==> src/rtl/pmp_csr_sequencer_pkg.sv <==
// Shared definitions for the PMP CSR sequencer: FSM states, pmpcfg A-field
// encodings and CSR base numbers.
// Optional feature macro: PMP_GRAIN_EN (G-granularity read view and NA4 rewrite).
package pmp_csr_sequencer_pkg;

  typedef enum logic [1:0] {
    IDLE  = 2'd0,
    APPLY = 2'd1,
    FLUSH = 2'd2,
    RESP  = 2'd3
  } state_t;

  localparam logic [1:0] A_OFF   = 2'b00;
  localparam logic [1:0] A_TOR   = 2'b01;
  localparam logic [1:0] A_NA4   = 2'b10;
  localparam logic [1:0] A_NAPOT = 2'b11;

  localparam logic [11:0] PMPCFG0  = 12'h3A0;
  localparam logic [11:0] PMPADDR0 = 12'h3B0;

`ifdef PMP_GRAIN_EN
  localparam bit GRAIN_EN = 1'b1;
`else
  localparam bit GRAIN_EN = 1'b0;
`endif

endpackage

==> src/rtl/pmp_cfg_filter.sv <==
// Per-byte pmpcfg write filter: keeps locked bytes and reserved W=1,R=0
// writes unchanged, otherwise stores the new byte with bits 6:5 cleared.
// With PMP_GRAIN_EN and G>=1, an NA4 selection is stored as OFF.
module pmp_cfg_filter
  import pmp_csr_sequencer_pkg::*;
#(
  parameter int G = 2
) (
  input  logic [7:0] i_old,
  input  logic [7:0] i_new,
  output logic [7:0] o_byte
);

  // Lock and WARL legalisation of one configuration byte
  always_comb begin
    o_byte = i_new & 8'h9F;
    if (GRAIN_EN && (G >= 1) && (i_new[4:3] == A_NA4)) begin
      o_byte[4:3] = A_OFF;
    end
    if (i_old[7] || (i_new[1] && !i_new[0])) begin
      o_byte = i_old;
    end
  end

endmodule

==> src/rtl/pmp_csr_sequencer.sv <==
// PMP configuration owner: serialises pmpcfg/pmpaddr CSR accesses through an
// IDLE/APPLY/FLUSH/RESP sequence, applies lock and WARL rules, and holds the
// response until a downstream flush is acknowledged after any real change.
// Optional feature macro: PMP_GRAIN_EN (see pmp_csr_sequencer_pkg).
module pmp_csr_sequencer #(
  parameter int PMP_ENTRIES = 16,
  parameter int PA_BITS     = 56,
  parameter int XLEN        = 64,
  parameter int G           = 2
) (
  input  logic                 clk,
  input  logic                 reset,
  input  logic                 CSRReq,
  output logic                 CSRReady,
  input  logic                 CSRWrite,
  input  logic [11:0]          CSRAdr,
  input  logic [XLEN-1:0]      CSRWriteVal,
  output logic                 CSRRespValid,
  output logic [XLEN-1:0]      CSRReadVal,
  output logic                 CSRIllegal,
  output logic                 PMPFlushReq,
  input  logic                 PMPFlushAck,
  output logic [7:0]           PMPCFG_ARRAY_REGW  [PMP_ENTRIES],
  output logic [PA_BITS-3:0]   PMPADDR_ARRAY_REGW [PMP_ENTRIES]
);
  import pmp_csr_sequencer_pkg::*;

  localparam int NB = XLEN / 8;
  localparam int AW = PA_BITS - 2;

  state_t            r_state;
  logic              r_ready;
  logic              r_resp_valid;
  logic              r_illegal;
  logic              r_flush_req;
  logic [XLEN-1:0]   r_read_val;
  logic              r_write;
  logic [11:0]       r_adr;
  logic [XLEN-1:0]   r_wval;
  logic [7:0]        r_cfg  [PMP_ENTRIES];
  logic [AW-1:0]     r_addr [PMP_ENTRIES];

  logic              w_is_cfg;
  logic              w_is_addr;
  logic              w_illegal;
  int                w_cfg_base;
  int                w_addr_off;
  logic [7:0]        w_cfg_old [NB];
  logic [7:0]        w_cfg_flt [NB];
  logic              w_cfg_changed;
  logic              w_addr_hit;
  logic              w_addr_locked;
  logic              w_addr_a1;
  logic [AW-1:0]     w_addr_old;
  logic [AW-1:0]     w_addr_view;
  logic [AW-1:0]     w_wval_addr;
  logic [XLEN-1:0]   w_read_val;
  logic              w_changed;

  // Decode the latched CSR number and gather the old state it names
  always_comb begin
    w_is_cfg      = (r_adr[11:4] == PMPCFG0[11:4]);
    w_is_addr     = (r_adr >= PMPADDR0) && (r_adr <= (PMPADDR0 + 12'd63));
    w_illegal     = !(w_is_cfg || w_is_addr) || (w_is_cfg && (XLEN == 64) && r_adr[0]);
    w_cfg_base    = (XLEN == 64) ? int'(r_adr[3:1]) * 8 : int'(r_adr[3:0]) * 4;
    w_addr_off    = int'(r_adr) - int'(PMPADDR0);
    w_wval_addr   = AW'(r_wval);
    w_cfg_changed = 1'b0;
    w_addr_hit    = 1'b0;
    w_addr_locked = 1'b0;
    w_addr_a1     = 1'b0;
    w_addr_old    = '0;
    w_read_val    = '0;

    for (int b = 0; b < NB; b++) begin
      w_cfg_old[b] = '0;
      for (int i = 0; i < PMP_ENTRIES; i++) begin
        if (i == w_cfg_base + b) begin
          w_cfg_old[b] = r_cfg[i];
          if (w_cfg_flt[b] != r_cfg[i]) w_cfg_changed = 1'b1;
        end
      end
    end

    for (int i = 0; i < PMP_ENTRIES; i++) begin
      if (i == w_addr_off) begin
        w_addr_hit    = 1'b1;
        w_addr_old    = r_addr[i];
        w_addr_a1     = r_cfg[i][4];
        if (r_cfg[i][7]) w_addr_locked = 1'b1;
      end
      if ((i == w_addr_off + 1) && r_cfg[i][7] && (r_cfg[i][4:3] == A_TOR)) begin
        w_addr_locked = 1'b1;
      end
    end

    // Reads see G-granular address low bits; storage stays unmasked
    w_addr_view = w_addr_old;
    if (GRAIN_EN) begin
      for (int j = 0; j < AW; j++) begin
        if (w_addr_a1 && (j < G - 1))       w_addr_view[j] = 1'b1;
        else if (!w_addr_a1 && (j < G))     w_addr_view[j] = 1'b0;
      end
    end

    if (w_is_cfg) begin
      for (int b = 0; b < NB; b++) w_read_val[8*b +: 8] = w_cfg_old[b];
    end else if (w_addr_hit) begin
      w_read_val = XLEN'(w_addr_view);
    end

    w_changed = r_write && !w_illegal &&
                (w_is_cfg ? w_cfg_changed
                          : (w_addr_hit && !w_addr_locked && (w_wval_addr != w_addr_old)));
  end

  for (genvar gb = 0; gb < NB; gb++) begin : g_flt
    pmp_cfg_filter #(.G(G)) u_flt (
      .i_old  (w_cfg_old[gb]),
      .i_new  (r_wval[8*gb +: 8]),
      .o_byte (w_cfg_flt[gb])
    );
  end

  // Request sequencing FSM with registered handshake and response outputs
  always_ff @(posedge clk) begin
    if (reset) begin
      r_state      <= IDLE;
      r_ready      <= 1'b1;
      r_resp_valid <= 1'b0;
      r_illegal    <= 1'b0;
      r_flush_req  <= 1'b0;
      r_read_val   <= '0;
      r_write      <= 1'b0;
    end else begin
      case (r_state)
        IDLE: begin
          r_resp_valid <= 1'b0;
          if (CSRReq) begin
            r_write <= CSRWrite;
            r_adr   <= CSRAdr;
            r_wval  <= CSRWriteVal;
            r_ready <= 1'b0;
            r_state <= APPLY;
          end
        end
        APPLY: begin
          r_read_val <= w_illegal ? '0 : w_read_val;
          r_illegal  <= w_illegal;
          if (w_changed) begin
            r_flush_req <= 1'b1;
            r_state     <= FLUSH;
          end else begin
            r_resp_valid <= 1'b1;
            r_state      <= RESP;
          end
        end
        FLUSH: begin
          if (PMPFlushAck) begin
            r_flush_req  <= 1'b0;
            r_resp_valid <= 1'b1;
            r_state      <= RESP;
          end
        end
        RESP: begin
          r_resp_valid <= 1'b0;
          r_ready      <= 1'b1;
          r_state      <= IDLE;
        end
        default: r_state <= IDLE;
      endcase
    end
  end

  // Commit the filtered write at the end of APPLY; reset clears all entries
  always_ff @(posedge clk) begin
    if (reset) begin
      for (int i = 0; i < PMP_ENTRIES; i++) begin
        r_cfg[i]  <= '0;
        r_addr[i] <= '0;
      end
    end else if ((r_state == APPLY) && r_write && !w_illegal) begin
      if (w_is_cfg) begin
        for (int i = 0; i < PMP_ENTRIES; i++) begin
          for (int b = 0; b < NB; b++) begin
            if (i == w_cfg_base + b) r_cfg[i] <= w_cfg_flt[b];
          end
        end
      end else if (!w_addr_locked) begin
        for (int i = 0; i < PMP_ENTRIES; i++) begin
          if (i == w_addr_off) r_addr[i] <= w_wval_addr;
        end
      end
    end
  end

  assign CSRReady           = r_ready;
  assign CSRRespValid       = r_resp_valid;
  assign CSRReadVal         = r_read_val;
  assign CSRIllegal         = r_illegal;
  assign PMPFlushReq        = r_flush_req;
  assign PMPCFG_ARRAY_REGW  = r_cfg;
  assign PMPADDR_ARRAY_REGW = r_addr;

endmodule

==> config.mk <==
export PLATFORM = sky130hd
export DESIGN_NAME = pmp_csr_sequencer
export DESIGN_NICKNAME = d
export VERILOG_FILES = /design/src/rtl/pmp_csr_sequencer_pkg.sv /design/src/rtl/pmp_cfg_filter.sv /design/src/rtl/pmp_csr_sequencer.sv
export SDC_FILE = /design/constraint.sdc
export NUM_CORES = 2
export LEC_CHECK = 0
export CAP_MARGIN = 10
export CORE_AREA = 4 4 437 439
export DETAILED_ROUTE_END_ITERATION = 16
export DIE_AREA = 0 0 441 443
export MAX_ROUTING_LAYER = met4
export PLACE_DENSITY_LB_ADDON = 0.12
export SLEW_MARGIN = 20
export SYNTH_ARGS = -nofsm -noshare
export SYNTH_HDL_FRONTEND = slang
export SYNTH_SLANG_ARGS = --single-unit
==> constraint.sdc <==
create_clock -name clk -period 5 [get_ports clk]
set_input_delay 1 -clock clk [delete_from_list [all_inputs] [get_ports clk]]
set_output_delay 1 -clock clk [all_outputs]
set_load 0.05 [all_outputs]
==> summary.md <==
The run finished, with violations left. The final reports fail on negative setup slack. Leaving out fill and tap cells, the most frequent cells in the layout are sky130_fd_sc_hd__nand2_1 (2,034), sky130_fd_sc_hd__buf_4 (1,185), sky130_fd_sc_hd__clkdlybuf4s50_1 (1,136), sky130_fd_sc_hd__a21oi_1 (1,121), sky130_fd_sc_hd__dfxtp_1 (1,063). In the global route stage, overall resource usage came out at 48.08%. Setup repair after global routing could not meet its margin everywhere. Summing the areas of all compound-gate instances in the mapped netlist gives 22.08% of the synthesized area. The logs give -0.2698 ns for the final worst slack and 159 for the number of rows in the core area. The logs give 16,650 uW for the total internal power and 11,480 for the number of cells after detailed placement.

The sequential cell area fraction in the yosys report came out at 42.99%. In this run the tool buffered the top-level ports with 1,137 buffer cells. The logs give 291.7 uV for the worst ir drop on vdd and 189.8 MHz for the achievable frequency. The routed design has 478,600 um of wire. Of the total power, combinational logic draws 19.1%. The count of clock tree sinks was 1,136; the overall power consumption was 24,490 uW. In this run the critical register-to-register path is launched from r_adr[4]$_DFFE_PP_. Data on the critical path is required at its endpoint by 5.74 ns. The warning count from the yosys run was 0.

During I/O placement, the number of pins put on the boundary was 1,141. Clock tree synthesis selected as its root buffer the cell sky130_fd_sc_hd__clkbuf_16. In the final routed layout, each cell accounts on average for 40.53 um. The path class of the tightest hold or removal check is flip-flop to flip-flop.

Synthesis instantiated 106 different standard cells from the library. Number of fill cells: 18,790. Cell with the biggest individual delay on the critical path: sky130_fd_sc_hd__a222oi_1. For this run the aggregate overflow at the end of global routing stands at 0. At the worst endpoint, the arrival time is 6.01 ns.

The number of cells in the finished layout apart from fillers is 11,810. The worst hold path begins at CSRReadVal[58]$_SDFFE_PP0N_. The tools report the final count of pins violating max slew as 0. The synthesized netlist devotes 2.197% of its cell area to XOR and XNOR gates. For the number of global-route vias before repair, the log shows 65,180. The run gives 138 as the number of CTS-inserted buffers. The ratio of total power to cell area is 290.5 nW/um2.

The logs give 3 for the largest buffer count on any clock path and 0.02969 uW for the leakage power of the design. The mean number of vias per cell was 6.008. The first global-routing pass estimated 620,200 um of wire. The run gives 195,400 um2 as the die area. The largest single stage delay on the critical path is 0.65 ns.

The wire-length estimate of the detail-placed layout is 376,300 um. The H-tree generated during clock tree synthesis spans 4 levels. Cell repeated most along the worst path: sky130_fd_sc_hd__buf_4.

In this run the power spent charging and discharging nets is 7844 uW. After layout, the worst path uses 105.4% of the clock period. The tools report the number of DRC markers in iteration 0 as 11,440. The count of buffer and inverter cells on the critical path is 9.

The count of nets left with antenna violations once routing finished came out at 0. The worst pin sits at a relative slew slack of 30.65%. The run gives 0.03121 ns as the worst clock skew. The run gives 0 as the post-detailed-route DRC marker count. Detailed routing inserted a total of 70,960 vias.

The total count of hold-check failures in the final report was 0; the largest fanout of any net on the critical path was 8. For this run, the detailed router's first-pass iteration total came to 9. The multiplexer share of the synthesized area is 3.391%, and the number of max-cap violations is 0. The fraction of layout cells with a size suffix above 1 came out at 19.73%. STA classifies the critical path startpoint as a flip-flop. Summing the areas of all fa, ha and maj instances in the mapped netlist gives 0.1833% of the synthesized area.

The initial standard-cell utilization of the core is 29.17%. The critical path in this run is classified as flip-flop to flip-flop. STA classifies the critical path endpoint as a flip-flop. The synthesis-to-finish area growth was 54.43%. The synthesis-stage register bit count was 1,136; the number of nets in the synthesized netlist was 7,283. Vertical die dimension: 443 um.

For the post-synth design cell area, the log shows 54,600 um2. At the pin with the least slew margin, the transition time is 1.037 ns. The number of antenna violations at the first check in global routing is 37. The most frequently used flop master after synthesis is sky130_fd_sc_hd__dfxtp_1. In this run the standard cell core region covers 187,200 um2.

Setup violations remaining at the end of the flow were counted as 4. TritonCTS built the clock tree. The tools report the fraction of power consumed by sequential logic as 38.5%. After synthesis, the largest family of logic cells by area is simple AND/OR/NAND/NOR gates.

Setup slack on the worst reg-to-reg path comes out at -0.27 ns. Traced cell by cell, the critical path runs through ha_4 -> o211ai_1 -> buf_4 -> a2bb2oi_4 -> buf_12 -> buf_4 -> buf_12 -> buf_4 -> nor4_2 -> buf_4 -> buf_4 -> buf_4 -> a222oi_1 -> o31ai_2 -> a21oi_2 -> buf_4 -> xnor2_1 -> a31oi_1 -> nand4_1 -> nor4_4 -> a31oi_4 -> o21ai_4 -> nand3_2 -> a31oi_1. Counting every instance in the synthesized netlist gives 7,194. Fraction of synthesis flops using an asynchronous set or reset pin: 0%.

Per report_power, the clock group accounts for 42.3% of the total. The number of hold buffers added after CTS was 0. The final critical delay including setup and external delays came out at 5.270 ns. The final layout contains 9,269 nets.

The library cell used most frequently in the layout, excluding fill and tap cells, is sky130_fd_sc_hd__nand2_1. In this run switching power makes up 32.02% of total power. The worst setup path startpoint is r_adr[4]$_DFFE_PP_.

Clock latency at the later pin of the worst-skew pair: 0.82 ns. The routability congestion estimate from global placement was 1.082; the number of synthesized flops with an enable pin was 73. The synthesized netlist devotes 24.01% of its cell area to simple gates. The kind of cell with the highest combined delay on the critical path is compound AO/OA/AOI/OAI gates.

The width of the die was 441 um; the average instance area after synthesis was 7.590 um2. Entering global routing, the biggest net connects 167 pins. The clock slew seen by the registers of the worst setup and hold paths is 0.06 ns.
-- cells in the mapped netlist (63+ instances only) --
master / number / area (um2)
sky130_fd_sc_hd__nand2_1: 2047 / 7684
sky130_fd_sc_hd__a21oi_1: 1128 / 5645
sky130_fd_sc_hd__dfxtp_1: 1063 / 21280
sky130_fd_sc_hd__clkbuf_1: 504 / 1892
sky130_fd_sc_hd__nor2_1: 420 / 1577
sky130_fd_sc_hd__o21ai_0: 170 / 850.8
sky130_fd_sc_hd__nand3_1: 132 / 660.6
sky130_fd_sc_hd__mux2i_1: 131 / 1311
sky130_fd_sc_hd__a211oi_1: 111 / 833.3
sky130_fd_sc_hd__buf_2: 92 / 460.4
sky130_fd_sc_hd__xnor2_1: 87 / 762.0
sky130_fd_sc_hd__nand4_1: 76 / 475.5
sky130_fd_sc_hd__nor3_1: 76 / 380.4
sky130_fd_sc_hd__edfxtp_1: 73 / 2192
sky130_fd_sc_hd__o22ai_1: 71 / 444.2
sky130_fd_sc_hd__nor4_1: 63 / 394.1
-- state kept, by name, summed over array words and instances, names as in the netlist --
register	count
PMPADDR_ARRAY_REGW	864
PMPCFG_ARRAY_REGW	128
CSRReadVal	64
r_wval	61
r_adr	12
r_state	2
CSRIllegal	1
CSRReady	1
CSRRespValid	1
PMPFlushReq	1
r_write	1
-- metrics by stage --
step	hold WS, ns	worst slack, ns	utilization, %	TNS (ns)	cell area (um2)
4_1_cts	0.4627	-0.04869	44.88	-0.1215	84010
5_1_grt	0.4715	-0.3234	45.03	-0.8947	84310
3_5_place_dp	0.4551	-0.7557	41.91	-147.82	78450
3_3_place_gp	0.4508	-0.8966	41.90	-131.01	78450
6_report	0.4603	-0.2698	45.05	-0.7443	84330
2_1_floorplan	0.4583	0.9035	-	0	54610
-- worst min-delay path, cell delays in order, from the launching register on --
cell                      delay [ns]
sky130_fd_sc_hd__dfxtp_1        0.30
sky130_fd_sc_hd__nand2_1        0.06
sky130_fd_sc_hd__a21oi_1        0.05
-- power by group through the flow --
| stage | Sequential [uW] | Combinational, uW | Clock (uW) |
|---|---|---|---|
| 6_report | 9440 | 4690 | 10400 |
| 5_1_grt | 9430 | 4630 | 10700 |
| 4_1_cts | 9430 | 4450 | 10400 |
| 3_3_place_gp | 9630 | 4280 | 0 |
| 2_1_floorplan | 9550 | 1640 | 0 |
| 3_5_place_dp | 9630 | 4280 | 0 |
-- layout make-up --
class | count | area (um2) | share of cell area (%)
multi-input cells | 5364 | 29370 | 34.83
repair buffers | 2499 | 23600 | 27.99
flip-flops and latches | 1136 | 23470 | 27.84
clock buffers | 203 | 4030 | 4.779
well taps | 2495 | 3122 | 3.702
clock inverters | 43 | 498.0 | 0.5905
inverters | 41 | 157.7 | 0.1870
diodes | 29 | 72.57 | 0.08606
-- logic make-up (layout without fill, tap and decap cells) --
logic type                 count (synthesis)  count (layout)
muxes                                    179             179
and+or+nand+nor                         3055            3055
DFF                                     1136            1136
AOI/OAI and AO/OA                       1985            1985
buffers and inverters                    694            2786
adders and majority gates                  8               8
other                                      0              29
xor gates and xnor gates                 137             137
-- timing repair --
| action | CTS | global route |
|---|---|---|
| pin swaps | 46 | 31 |
| hold endpoints to repair | 0 | 0 |
| setup endpoints to repair | 867 | 99 |
| setup buffers | 49 | 15 |
| gates resized for setup | 132 | 39 |
-- final timing paths --
kind,endpoint,depth (start not counted)
min,CSRReadVal[58]$_SDFFE_PP0N_,2
max,PMPFlushReq$_SDFFE_PP0P_,24
min reg2reg,CSRReadVal[58]$_SDFFE_PP0N_,2
max reg2reg,PMPFlushReq$_SDFFE_PP0P_,24
-- layer usage --
| metal | wire length (um) | GRT usage, % | part of all wire [%] |
|---|---|---|---|
| met2 | 203500 | 69.68 | 43 |
| met5 | 0 | - | 0 |
| met3 | 47680 | 10.10 | 10 |
| met4 | 40570 | 31.97 | 8.5 |
| met1 | 186900 | 60.01 | 39 |
Note: power is estimated with default switching activity, not from simulation.
